### src/rtl/gbd_cart_bus_master.sv
// Game Boy style cartridge bus master: one request becomes one
// four-quarter bus cycle aligned to the free-running bus clock.
module gbd_cart_bus_master #(
  parameter int QTR = 4
) (
  input  logic        sys_clock,
  input  logic        sys_reset,
  input  logic        req_valid,
  output logic        req_ready,
  input  logic        req_write,
  input  logic [15:0] req_addr,
  input  logic [7:0]  req_wdata,
  output logic        rsp_valid,
  output logic [7:0]  rsp_rdata,
  output logic        busy,
  output logic        cart_CLK,
  output logic [15:0] cart_A,
  output logic [7:0]  cart_D_out,
  output logic        cart_D_oe,
  input  logic [7:0]  cart_D_in,
  output logic        cart_nRD,
  output logic        cart_nWR,
  output logic        cart_nCS
);

  typedef enum logic [1:0] {
    IDLE,
    PEND,
    ACTIVE
  } state_t;

  localparam logic [7:0] QMAX = 8'(QTR - 1);

  state_t      st_q, st_d;
  logic [7:0]  q_q, q_d;
  logic [1:0]  p_q, p_d;
  logic        wr_q, wr_d;
  logic [15:0] addr_q, addr_d;
  logic [7:0]  wd_q, wd_d;
  logic        bnd, acc, act_d, hit_d;

  logic        clk_q, nrd_q, nwr_q, ncs_q, oe_q;
  logic [15:0] a_q;
  logic [7:0]  dout_q, rdata_q;
  logic        rsp_q;

  always_comb begin
    bnd    = (p_q == 2'd3) && (q_q == QMAX);
    acc    = req_valid && (st_q == IDLE);
    q_d    = (q_q == QMAX) ? 8'd0 : q_q + 8'd1;
    p_d    = (q_q == QMAX) ? p_q + 2'd1 : p_q;
    wr_d   = wr_q;
    addr_d = addr_q;
    wd_d   = wd_q;
    if (acc) begin
      wr_d   = req_write;
      addr_d = req_addr;
      wd_d   = req_wdata;
    end
    st_d = st_q;
    unique case (st_q)
      IDLE:    if (acc) st_d = bnd ? ACTIVE : PEND;
      PEND:    if (bnd) st_d = ACTIVE;
      ACTIVE:  if (bnd) st_d = IDLE;
      default: st_d = IDLE;
    endcase
    act_d = (st_d == ACTIVE);
    hit_d = (addr_d >= 16'hA000) && (addr_d <= 16'hFDFF);
  end

  // Strobes are computed from next-state so they line up with p/q.
  always_ff @(posedge sys_clock or posedge sys_reset) begin
    if (sys_reset) begin
      st_q    <= IDLE;
      q_q     <= '0;
      p_q     <= '0;
      wr_q    <= 1'b0;
      addr_q  <= '0;
      wd_q    <= '0;
      clk_q   <= 1'b1;
      nrd_q   <= 1'b1;
      nwr_q   <= 1'b1;
      ncs_q   <= 1'b1;
      oe_q    <= 1'b0;
      a_q     <= '0;
      dout_q  <= '0;
      rdata_q <= '0;
      rsp_q   <= 1'b0;
    end else begin
      st_q   <= st_d;
      q_q    <= q_d;
      p_q    <= p_d;
      wr_q   <= wr_d;
      addr_q <= addr_d;
      wd_q   <= wd_d;
      clk_q  <= ~p_d[1];
      nrd_q  <= ~(act_d && !wr_d);
      nwr_q  <= ~(act_d && wr_d && (p_d == 2'd2));
      ncs_q  <= ~(act_d && hit_d && (p_d != 2'd0));
      oe_q   <= act_d && wr_d && (p_d != 2'd0);
      if (act_d) a_q <= addr_d;
      if (act_d && wr_d) dout_q <= wd_d;
      rsp_q  <= (st_q == ACTIVE) && bnd;
      if ((st_q == ACTIVE) && bnd)
        rdata_q <= wr_q ? 8'h00 : cart_D_in;
    end
  end

  assign req_ready  = (st_q == IDLE);
  assign busy       = (st_q != IDLE);
  assign rsp_valid  = rsp_q;
  assign rsp_rdata  = rdata_q;
  assign cart_CLK   = clk_q;
  assign cart_A     = a_q;
  assign cart_D_out = dout_q;
  assign cart_D_oe  = oe_q;
  assign cart_nRD   = nrd_q;
  assign cart_nWR   = nwr_q;
  assign cart_nCS   = ncs_q;

endmodule

### config.mk
export PLATFORM = sky130hd
export DESIGN_NAME = gbd_cart_bus_master
export DESIGN_NICKNAME = d
export VERILOG_FILES = /design/src/rtl/gbd_cart_bus_master.sv
export SDC_FILE = /design/constraint.sdc
export NUM_CORES = 1
export LEC_CHECK = 0
export BUFFER_PORTS_ARGS = -buffer_cell sky130_fd_sc_hd__buf_4
export CORE_ASPECT_RATIO = 1.25
export CORE_UTILIZATION = 56
export CTS_CLUSTER_SIZE = 8
export DETAILED_ROUTE_END_ITERATION = 8
export PLACE_DENSITY_LB_ADDON = 0.2
export SLEW_MARGIN = 0
export SYNTH_ARGS = -nofsm -noshare
export SYNTH_HDL_FRONTEND = slang
export SYNTH_SLANG_ARGS = --single-unit
### constraint.sdc
create_clock -name sys_clock -period 5.1 [get_ports sys_clock]
set_clock_uncertainty 0.1 [all_clocks]
set_input_delay 0 -clock sys_clock [delete_from_list [all_inputs] [get_ports sys_clock]]
set_output_delay 0 -clock sys_clock [all_outputs]
set_load 0.01 [all_outputs]
Yosys cells after proc, flatten, opt, wreduce, memory -nomap -nowiden --
Index checks and enable logic that the tools add are counted.
Storage, ports and cells: register bits 75, output and inout bits 40
Operators by class: add/sub/neg operators 2, magnitude comparators 2, eq/ne operators 6, multiplexer cells 11, bitwise operators 4, reduce and logical (&&, ||, !) cells 14
Operators by type and width (number):
- $mux 8 | 3
- $ge 16x16->1 const B | 1
- $le 16x16->1 const B | 1
- $mux 16 | 1
- $logic_and 1x1->1 | 10
- $mux 2 | 5
- $add 8x1->8 const B | 1
- $eq 2x2->1 const B | 4
- $eq 8x2->1 const B | 1
- $pmux 2 s3 | 1
- $not 1->1 | 4
- $reduce_bool 2->1 | 2
- $add 2x1->2 const B | 1
- $eq 2x1->1 const B | 1
- $logic_not 2->1 | 1
- $logic_not 1->1 | 1
- $mux 1 | 1

Longest topological paths before layout --
Gate-level depths: netlist of run 1.
depth in word-level cells 9, gate-level depth with buffers 6, depth with buffers taken out 5

Worst setup path before layout of run 1 --
No wires, ideal clock.
kind reg2reg, start point register q_q[0], end point register dout_q[0], in the netlist cart_D_out[0], arrival time 1.901 ns, setup slack 2.974 ns, cell stages (with the launch flop) 6, buffers on the path 0, period minus slack after synthesis 2.126 ns, path through dfrtp_1 ha_1 nor3b_1 nand4_1 a21oi_4 mux2_2
Between the ends: cells in the longest elaborated chain, start to end 7
RTL lines:
- from (decl) | RTL line 35 | logic [7:0] q_q, q_d;
- from (signal assigned) | RTL line 91 | q_q <= q_d;
- $eq 8x2->1 * | RTL line 48 | bnd = (p_q == 2'd3) && (q_q == QMAX);
- $logic_and 1x1->1 * | RTL line 48
- $mux 2 (2 in a row) | RTL line 62 | IDLE: if (acc) st_d = bnd ? ACTIVE : PEND;
- $pmux 2 s3 * | RTL line 61 | unique case (st_q)
- $eq 2x2->1 * | RTL line 67 | act_d = (st_d == ACTIVE);
- $logic_and 1x1->1 * | RTL line 102 | if (act_d && wr_d) dout_q <= wd_d;
- to (signal assigned) | RTL line 102
- to (decl) | RTL line 44 | logic [7:0] dout_q, rdata_q;
Every way passes the cells marked *; elsewhere a longest branch is shown, timed or not. A chain may end at the register's enable or synchronous reset.

Final worst setup path of run 1 --
start point register q_q[0], end point register dout_q[7], in the netlist cart_D_out[7]
Same word-level chain as after synthesis.

==> run_results.csv, run 1 <==
group,metric,value,unit
placed_design,port_buffers,75,
drt,drt_pass1_iterations,4,
power,vdd_drop_max,0.390,mV
die,row_count,29,
global_route,grt_pass1_wl,10500,um
critical_path,critPathCaptureType,"register",
critical_path,r2r_start,"q_q[0]",
power,p_per_area,343,nW/um2
synth,avgSynthCellArea,15.4,um2
timing,hold_viol,0,
die,core-area,5150,um2
hold_path,min_to,"addr_q[7]",
synth,seq_area_frac_synth,0.619,
cts,path_clk_slew,0.08,ns
hold_path,hp-class,"input pin to register",
synth,netlist.top_cell.by_area,"dfrtp_1",
critical_path,critPathTopFamily,"simple AND/OR/NAND/NOR gates",
synth,yosys-top-cells-area,"dfrtp_1 (58%), mux2_2 (18%), mux2_4 (4.0%), dfstp_2 (3.5%), nor2b_1 (2.1%)",
synth,postSynthCellCount,198,
die,die_area,5730,um2
drt,wl,6440,um
finish,drive_gt1_frac,0.506,
die,start_util,0.590,
cts,clock_path_buffers,2,
synth,netlist_area,3040,um2
cts,cts_made_buffers,9,
timing,worstMarginPinSlew,0.905,ns
die,fp.dieW,67.9,um
critical_path,crit_slowest_cell,"a21oi_4",
die,io_pins,76,
drt,viasPerCell,5.34,
drt,first_iter_violations,75,
critical_path,cp.arrival,2.59,ns
timing,maxSlewHeadroom,0.397,
critical_path,cp-start-kind,"register",
timing,timing.fmax,405,MHz
critical_path,criticalPathCategory,"register to register",
timing,setup_viol,0,
finish,syn_to_final_growth,40.5,%
global_route,antenna_found_initial,0,
drt,vias,2051,
timing,final_max_slew_viol_count,0,
outcome,outcome,"finished, final reports clean",
synth,yosysWarnings,0,
critical_path,crit_buf_inv,0,
timing,layout_min_cycle_time,2.47,ns
cts,cts_sinks,75,
global_route,gr-total-overflow,0,
placed_design,gp_congestion,0.707,
synth,syn_nets,236,
critical_path,cp_max_fo,10,
finish,diodes,0,
cts,htree_levels,3,
global_route,grt_pass1_vias,2200,
timing,min_period_over_period,0.484,
flow_run,max_cap_violations,0,
cts,post_cts_resize_count,0,
critical_path,path_cells,"ha_1 -> nor3b_1 -> nand4_1 -> a21oi_4 -> mux2_2",
hold_path,worstHoldStart,"req_addr[7]",
placed_design,dpl.hpwl,3800,um
finish,design_area,4270,um2
synth,yosysUniqueCellTypes,36,
power,power_leakage,2.00,nW
drt,wl_per_cell,16.8,um
synth,synth-seq-cells,75,
synth,netlist.area_leader.share,0.584,
cts,cts_tree,"done",
hold_path,holdPathStages,3,
critical_path,r2r_cells,5,
die,die_height,84.4,um
finish,final_net_count,355,
critical_path,required,5.22,ns
timing,fin_tns_setup,0,ns
critical_path,timing.rr.end,"cart_D_out[7]",
cts,cts-root-buf,"clkbuf_8",
critical_path,cpPeakStageDelay,0.45,ns
finish,fin_util,0.829,
cts,clock_latency,0.35,ns
critical_path,r2r_setup_slack,2.63,ns
placed_design,dpl_cell_area,3680,um2
global_route,grt_max_degree,76,
drt,antenna_left,0,
timing,rsz0062_at_grt,"false",
drt,drc,0,
global_route,grt_usage,0.257,
==> metal layers <==
| metal | share of wire | track usage |
|---|---|---|
| met1 | 0.39 | 0.300 |
| met4 | 0.026 | 0.119 |
| met2 | 0.54 | 0.441 |
| met5 | 0 | 0 |
| met3 | 0.036 | 0.0503 |
==> worst register-to-register path, delay by kind of cell (launching register included) <==
| family | cells | cell delay (ns) |
|---|---|---|
| adders and majority gates | 1 | 0.24 |
| AOI/OAI and AO/OA | 1 | 0.45 |
| muxes | 1 | 0.39 |
| DFF | 1 | 0.40 |
| and+or+nand+nor | 2 | 0.78 |
==> cells by family (layout without fill, tap and decap cells) <==
logic type               after synthesis  count (layout)  synth area share
AO/OA/AOI/OAI                         11              11            0.0329
multiplexers                          57              57             0.221
adder cells (fa/ha/maj)                2               2           0.00823
AND/OR/NAND/NOR                       38              38            0.0856
XOR/XNOR                               7               7            0.0202
flip-flops                            75              75             0.619
buffers and inverters                  8             132            0.0136
==> what timing repair did <==
item | in CTS | in global routing
setup buffers | 0 | 0
endpoints found under the setup margin | 0 | 0
hold endpoints to repair | 131 | 0
hold buffers | 35 | 0
==> worst max path at each step <==
stage	from	endpoint	cells past startpoint
5_1_grt	q_q[0]	cart_D_out[2]	5
3_3_place_gp	q_q[0]	cart_D_out[0]	5
2_1_floorplan	q_q[0]	cart_D_out[0]	5
4_1_cts	q_q[0]	cart_D_out[7]	5
6_report	q_q[0]	cart_D_out[7]	5
3_5_place_dp	q_q[0]	cart_D_out[7]	5
==> metrics by stage <==
stage                     setup slack, ns  hold slack (ns)  std cells  power (mW)
after global placement               2.78            0.151        333       0.903
after CTS                            2.67            0.322        384        1.47
final                                2.63            0.336        384        1.47
after global routing                 2.51            0.357        384        1.53
after detailed placement             2.70            0.155        333       0.912
after floorplan                      2.97           0.0642        198       0.802
==> registers in the layout, summed over array words and instances, names as in the netlist, 2 cells and up <==
name and count:
cart_D_out 8, p_q 2, addr_q 16, wd_q 8, rsp_rdata 8, st_q 2
cart_A 16, q_q 8
==> synthesized netlist by cell type <==
| cell | number |
|---|---|
| a211oi_1 | 2 |
| a21o_1 | 1 |
| a21oi_1 | 1 |
| a21oi_4 | 1 |
| and2_1 | 1 |
| and3_1 | 3 |
| and4b_1 | 1 |
| buf_2 | 3 |
| buf_6 | 1 |
| dfrtp_1 | 71 |
| dfstp_2 | 4 |
| ha_1 | 2 |
| inv_1 | 4 |
| mux2_2 | 48 |
| mux2_4 | 8 |
| mux2i_1 | 1 |
| nand2_1 | 4 |
| nand2_4 | 1 |
| nand3_1 | 3 |
| nand3_2 | 1 |
| nand4_1 | 3 |
| nor2_1 | 4 |
| nor2b_1 | 10 |
| nor3b_1 | 2 |
| nor3b_2 | 1 |
| nor4_4 | 1 |
| o211ai_1 | 1 |
| o21a_1 | 2 |
| o21ai_4 | 1 |
| o21ba_2 | 1 |
| o31ai_1 | 1 |
| or2_2 | 1 |
| or4_4 | 1 |
| or4bb_1 | 1 |
| xnor2_1 | 5 |
| xor2_1 | 2 |
==> placed cells by master (no fill, tap or decap), types with 2 or more instances in the layout <==
master and instances:
ha_1 2, buf_4 77, mux2_4 8, and3_1 3, a211oi_1 2, nor2_1 4
o21a_1 2, nor3b_1 2, nor2b_1 10, dlygate4sd3_1 35, nand4_1 3, dfrtp_1 71
xor2_1 2, bufinv_16 2, mux2_2 48, nand2_1 4, inv_1 3, dfstp_2 4
xnor2_1 5, clkbuf_8 13, nand3_1 3
==> power breakdown <==
part           total [mW]  switching (mW)  internal (mW)  leakage, nW
sequential          0.693          0.0345          0.658        0.918
combinational       0.234          0.0912          0.143        0.956
clock               0.540           0.211          0.329        0.122
total                1.47           0.336           1.13         2.00
==> cell type report <==
cell class                 count  area [um2]
sequential                    75        1880
multi-input combinational    115        1120
timing repair buffer         112         928
fill                         278         880
clock buffer                  13         179
tap                           62        77.6
clock inverter                 3        67.6
inverter                       4        15.0
Power figures use the tool's default switching activity.
==> run 2: changes to the inputs <==
Settings changed: CORE_UTILIZATION 56 to 47.
Clock period 5.1 ns to 2.2 ns, I/O delays scaled along.
==> run 2 against run 1 <==
  * First-iteration DRC count grew 12%
  * Critical path depth grew 1
  * Fmax grew 14%
  * Sequential power grew 130%
  * Wire length shrank 3.2%
  * Register-to-register slack lost 2.6 ns
  * Critical path type unchanged
  * Critical endpoint is now cart_D_out[1]
  * Largest cell class unchanged
==> run_results.csv, run 2 (synthesized netlist as in run 1, its figures left out) <==
group,metric,value,unit
timing,layout_min_cycle_time,2.16,ns
finish,final_common_cell,"buf_4",
finish,final_net_count,368,
die,io_pins,76,
finish,diodes,0,
drt,wl_per_cell,14.9,um
finish,drive_gt1_frac,0.534,
drt,wl,6240,um
drt,first_iter_violations,84,
cts,cts_tree,"done",
hold_path,hp-class,"input pin to asynchronous set/reset pin",
power,seqPwrFrac,0.477,
placed_design,dp_slack,-0.00568,ns
global_route,grt_pass1_wl,9630,um
cts,clock_path_buffers,2,
outcome,outcome,"finished, final reports clean",
global_route,grt_max_degree,76,
placed_design,dpl.hpwl,3690,um
die,fp.dieW,73.9,um
flow_run,max_cap_violations,0,
cts,cts_sinks,75,
timing,fin_tns_setup,0,ns
critical_path,criticalPathCategory,"register to register",
die,row_count,32,
die,die_height,91.9,um
drt,drt_pass1_iterations,4,
placed_design,port_buffers,75,
die,core-area,6210,um2
timing,timing.fmax,463,MHz
drt,wl_met3,203,um
critical_path,cp.arrival,2.29,ns
finish,layout_common_cells,"buf_4 (85), dfrtp_1 (71), mux2_2 (48)",
critical_path,path_cells,"ha_4 -> or4bb_4 -> o21ai_4 -> buf_6 -> a21oi_4 -> mux2_2",
power,p_per_area,751,nW/um2
critical_path,cp-start-kind,"register",
power,power.internal,2.56,mW
finish,syn_to_final_growth,46.6,%
die,start_util,0.490,
cts,path_clk_slew,0.08,ns
placed_design,gp_congestion,0.715,
placed_design,dpl_cell_area,3770,um2
drt,vias,2033,
drt,antenna_left,0,
cts,clock_latency,0.34,ns
global_route,gr-total-overflow,0,
critical_path,critPathCaptureType,"register",
drt,highest_layer,"met4",
finish,design_area,4460,um2
timing,setup_viol,0,
timing,maxSlewHeadroom,0.578,
drt,drc,0,
cts,htree_levels,3,
power,power_frac_comb,0.162,
drt,wl_met1,2810,um
power,vdd_drop_max,0.593,mV
timing,min_period_over_period,0.982,
timing,rsz0062_at_grt,"true",
critical_path,cp_max_fo,5,
power,power_leakage,2.06,nW
global_route,grt_usage,0.193,
power,power.switching,782,uW
global_route,grt_pass1_vias,2015,
drt,dr_wl_met2,3100,um
timing,finalWorstSetupSlack,0.0391,ns
critical_path,cpPeakStageDelay,0.55,ns
timing,worstMarginPinSlew,0.616,ns
critical_path,required,2.33,ns
cts,cts_made_buffers,9,
timing,hold_viol,0,
power,pwr-share-clk,0.361,
drt,viasPerCell,4.84,
critical_path,crit_slowest_cell,"or4bb_4",
timing,final_max_slew_viol_count,0,
die,die_area,6800,um2
global_route,antenna_found_initial,0,
power,netSwitchingFraction,0.234,
cts,cts-root-buf,"clkbuf_8",
-- run 2: cell types whose count changed in the layout (fill, tap and decap cells not counted), sizes merged --
cell      delta
clkbuf       -2
inv          +1
a21oi        +1
buf         +11
nand2        +1
clkinvlp     +1
-- run 2: worst max-delay path, delay by kind of cell (launching register included) --
kind            cells  cell delay (ns)
compound gates      2             0.36
fa+ha+maj           1             0.17
buf+inv             1             0.17
flops               1             0.41
mux                 1             0.31
simple gates        1             0.55
-- run 2: per-stage QoR --
step / hold slack, ns / instances / util / power, mW
floorplan: 0.0642 / 198 / - / 1.86
global placement: 0.0275 / 361 / 0.607 / 2.10
detailed placement: 0.0298 / 361 / 0.607 / 2.12
CTS: 0.207 / 412 / 0.701 / 3.37
global route: 0.241 / 420 / 0.718 / 3.49
finish: 0.203 / 420 / 0.718 / 3.35
-- run 2: layer usage --
layer / global-route usage / vias up
li1: - / 967
met1: 0.252 / 1006
met2: 0.296 / 49
met3: 0.0429 / 11
met4: 0.0994 / 0
met5: 0 / -
-- run 2: power by group through the flow --
stage	Sequential (mW)	Clock, mW	Combinational (mW)
final	1.60	1.21	0.543
after global routing	1.62	1.29	0.586
after CTS	1.60	1.23	0.544
after detailed placement	1.62	0	0.492
after global placement	1.62	0	0.482
after floorplan	1.65	0	0.207
-- run 2: area by class of cell --
cell class,count,area (um2)
Clock inverter,5,83.8
Clock buffer,11,151
Sequential cell,75,1880
Timing Repair Buffer,123,1040
Fill cell,438,1750
Tap cell,85,106
Multi-Input combinational cell,117,1180
Inverter,4,15.0
-- run 2: final timing paths --
check	from	endpoint	slack [ns]	cells past startpoint
max in group asynchronous	sys_reset	cart_CLK	1.47	4
max reg2reg	p_q[1]	cart_D_out[1]	0.04	6
max	p_q[1]	cart_D_out[1]	0.04	6
min reg2reg	addr_q[7]	addr_q[7]	0.40	1
min in group sys_clock	req_addr[7]	addr_q[7]	0.35	3
min	sys_reset	wd_q[0]	0.20	4
-- run 2: what timing repair did --
action / 4_1_cts / 5_1_grt
resized for setup: 0 / 8
cloned: 0 / 2
pin swaps: 1 / 7
hold buffers: 35 / 0
endpoints found under the hold margin: 134 / 0
setup endpoints to repair: 2 / 24
setup buffers: 0 / 7
==> run 3: changes to the inputs <==
Settings changed: ABC_CLOCK_PERIOD_IN_PS set to 2200, CELL_PAD_IN_SITES_DETAIL_PLACEMENT set to 0, CELL_PAD_IN_SITES_GLOBAL_PLACEMENT set to 2, CORE_MARGIN set to 2, CORE_UTILIZATION 47 to 32.
==> run 3 against run 2 <==
  * Clock power increased by 18%
  * Global-route usage fell by 6.0 points
  * Register-to-register slack improved by 0.02 ns
  * Combinational power about the same
  * Sequential share of layout area fell by 0.74 points
  * Utilization is 22 points lower
  * Design area rose by 1.8%
  * Sequential cell count did not move
  * Critical endpoint is now cart_D_out[2]
==> run_results.csv, run 3 (synthesized netlist as in run 1, its figures left out) <==
group,metric,value,unit
timing,layout_min_cycle_time,2.14,ns
die,io_pins,76,
drt,wl,6360,um
die,row_count,39,
cts,htree_levels,3,
power,power_leakage,2.08,nW
drt,vias,2011,
critical_path,cp.arrival,2.25,ns
critical_path,cp-start-kind,"register",
finish,layout_common_cells,"buf_4 (83), dfrtp_1 (71), mux2_2 (48)",
die,core-area,9170,um2
placed_design,dpl.hpwl,4350,um
power,p_per_area,787,nW/um2
finish,final_net_count,364,
finish,diodes,0,
global_route,grt_pass1_vias,2099,
drt,wl_per_cell,14.0,um
cts,cts_sinks,75,
timing,timing.fmax,468,MHz
power,vdd_drop_max,0.390,mV
finish,fin_cells,453,
critical_path,cpPeakStageDelay,0.55,ns
timing,hold_viol,0,
timing,maxSlewHeadroom,0.596,
placed_design,dpl.cell_count,399,
die,die_area,10300,um2
drt,drc,0,
cts,cts_made_buffers,9,
critical_path,crit_slowest_cell,"or4bb_4",
power,finalPower,3.57,mW
timing,final_max_slew_viol_count,0,
die,start_util,0.331,
finish,final_common_cell,"buf_4",
finish,syn_to_final_growth,49.3,%
critical_path,critPathCaptureType,"register",
critical_path,criticalPathCategory,"register to register",
drt,antenna_left,0,
placed_design,dp_slack,-0.000643,ns
drt,drt_pass1_iterations,4,
global_route,grt_usage,0.133,
drt,first_iter_violations,51,
cts,clock_latency,0.33,ns
timing,worstMarginPinSlew,0.604,ns
finish,drive_gt1_frac,0.527,
critical_path,cp_max_fo,10,
critical_path,required,2.31,ns
critical_path,critPathTopFamily,"simple AND/OR/NAND/NOR gates",
global_route,antenna_found_initial,0,
die,fp.dieW,91.2,um
critical_path,crit_buf_inv,1,
global_route,gr-total-overflow,0,
placed_design,port_buffers,75,
global_route,grt_max_degree,34,
flow_run,max_cap_violations,0,
cts,clock_path_buffers,2,
cts,cts-root-buf,"clkbuf_16",
global_route,grt_pass1_wl,10500,um
die,die_height,113,um
critical_path,path_cells,"ha_4 -> or4bb_4 -> o21ai_4 -> a21oi_4 -> buf_12 -> mux2_2",
outcome,outcome,"finished, final reports clean",
timing,min_period_over_period,0.972,
drt,viasPerCell,4.44,
cts,cts_tree,"done",
placed_design,gp_congestion,0.731,
hold_path,hp-class,"input pin to asynchronous set/reset pin",
timing,setup_viol,0,
timing,finalWorstSetupSlack,0.0611,ns
cts,path_clk_slew,0.05,ns
[run 3: cell types whose count changed in the layout (fill, tap and decap cells not counted), sizes merged]
cell and change:
clkinv +4, inv -1, buf -2, bufinv -1
a21oi -1, clkbuf -1, nand2 -1, clkinvlp -2
[run 3: layout make-up]
cell class / instances / area [um2]
tap: 123 / 154
fill: 823 / 4640
clock inverter: 5 / 53.8
inverter: 4 / 15.0
sequential: 75 / 1880
clock buffer: 10 / 239
timing repair buffer: 121 / 1030
multi-input combinational: 115 / 1160
[run 3: per-stage QoR]
step	cell area (um2)	util	hold WS, ns	setup TNS (ns)
after detailed placement	3810	0.416	0.0165	-0.000643
after global placement	3810	0.416	0.0111	0
final	4540	0.495	0.204	0
after floorplan	3040	-	0.0642	0
after CTS	4490	0.489	0.223	0
after global routing	4540	0.495	0.267	-0.00693
[run 3: worst register-to-register path: stages, from the launching register on]
cell and delay, ns:
dfrtp_1 0.40, ha_4 0.16, or4bb_4 0.55, o21ai_4 0.28, a21oi_4 0.10, buf_12 0.16, mux2_2 0.26
[run 3: metal layers]
metal / wire length [um] / up-vias / part of all wire / global-route usage
li1: - / 950 / - / -
met1: 2840 / 1012 / 0.45 / 0.165
met2: 3150 / 39 / 0.50 / 0.217
met3: 237 / 10 / 0.037 / 0.0306
met4: 138 / 0 / 0.022 / 0.0667
met5: 0 / - / 0 / 0
[run 3: worst paths after layout]
kind                                  to  slack (ns)  cells after the start        start
max                        cart_D_out[2]        0.06                      6       q_q[1]
min                            cart_D_oe        0.20                      3    sys_reset
max reg2reg                cart_D_out[2]        0.06                      6       q_q[1]
min reg2reg                      wd_q[6]        0.39                      1      wd_q[6]
max in group asynchronous       cart_CLK        1.06                      4    sys_reset
min in group sys_clock         addr_q[8]        0.37                      3  req_addr[8]
[run 3: power by group]
part / internal [mW] / leakage, nW / switching, mW / total [mW]
sequential: 1.53 / 0.918 / 0.0725 / 1.60
clock: 0.897 / 0.148 / 0.533 / 1.43
combinational: 0.336 / 1.01 / 0.204 / 0.540
[run 3: repair_timing]
action                                  4_1_cts  5_1_grt
hold buffers                                 35        0
hold endpoints to repair                     81        0
endpoints found under the setup margin        9       25
pin swaps                                     0        5
gates cloned                                  0        0
gates resized for setup                       1        5
setup buffers                                 1        4
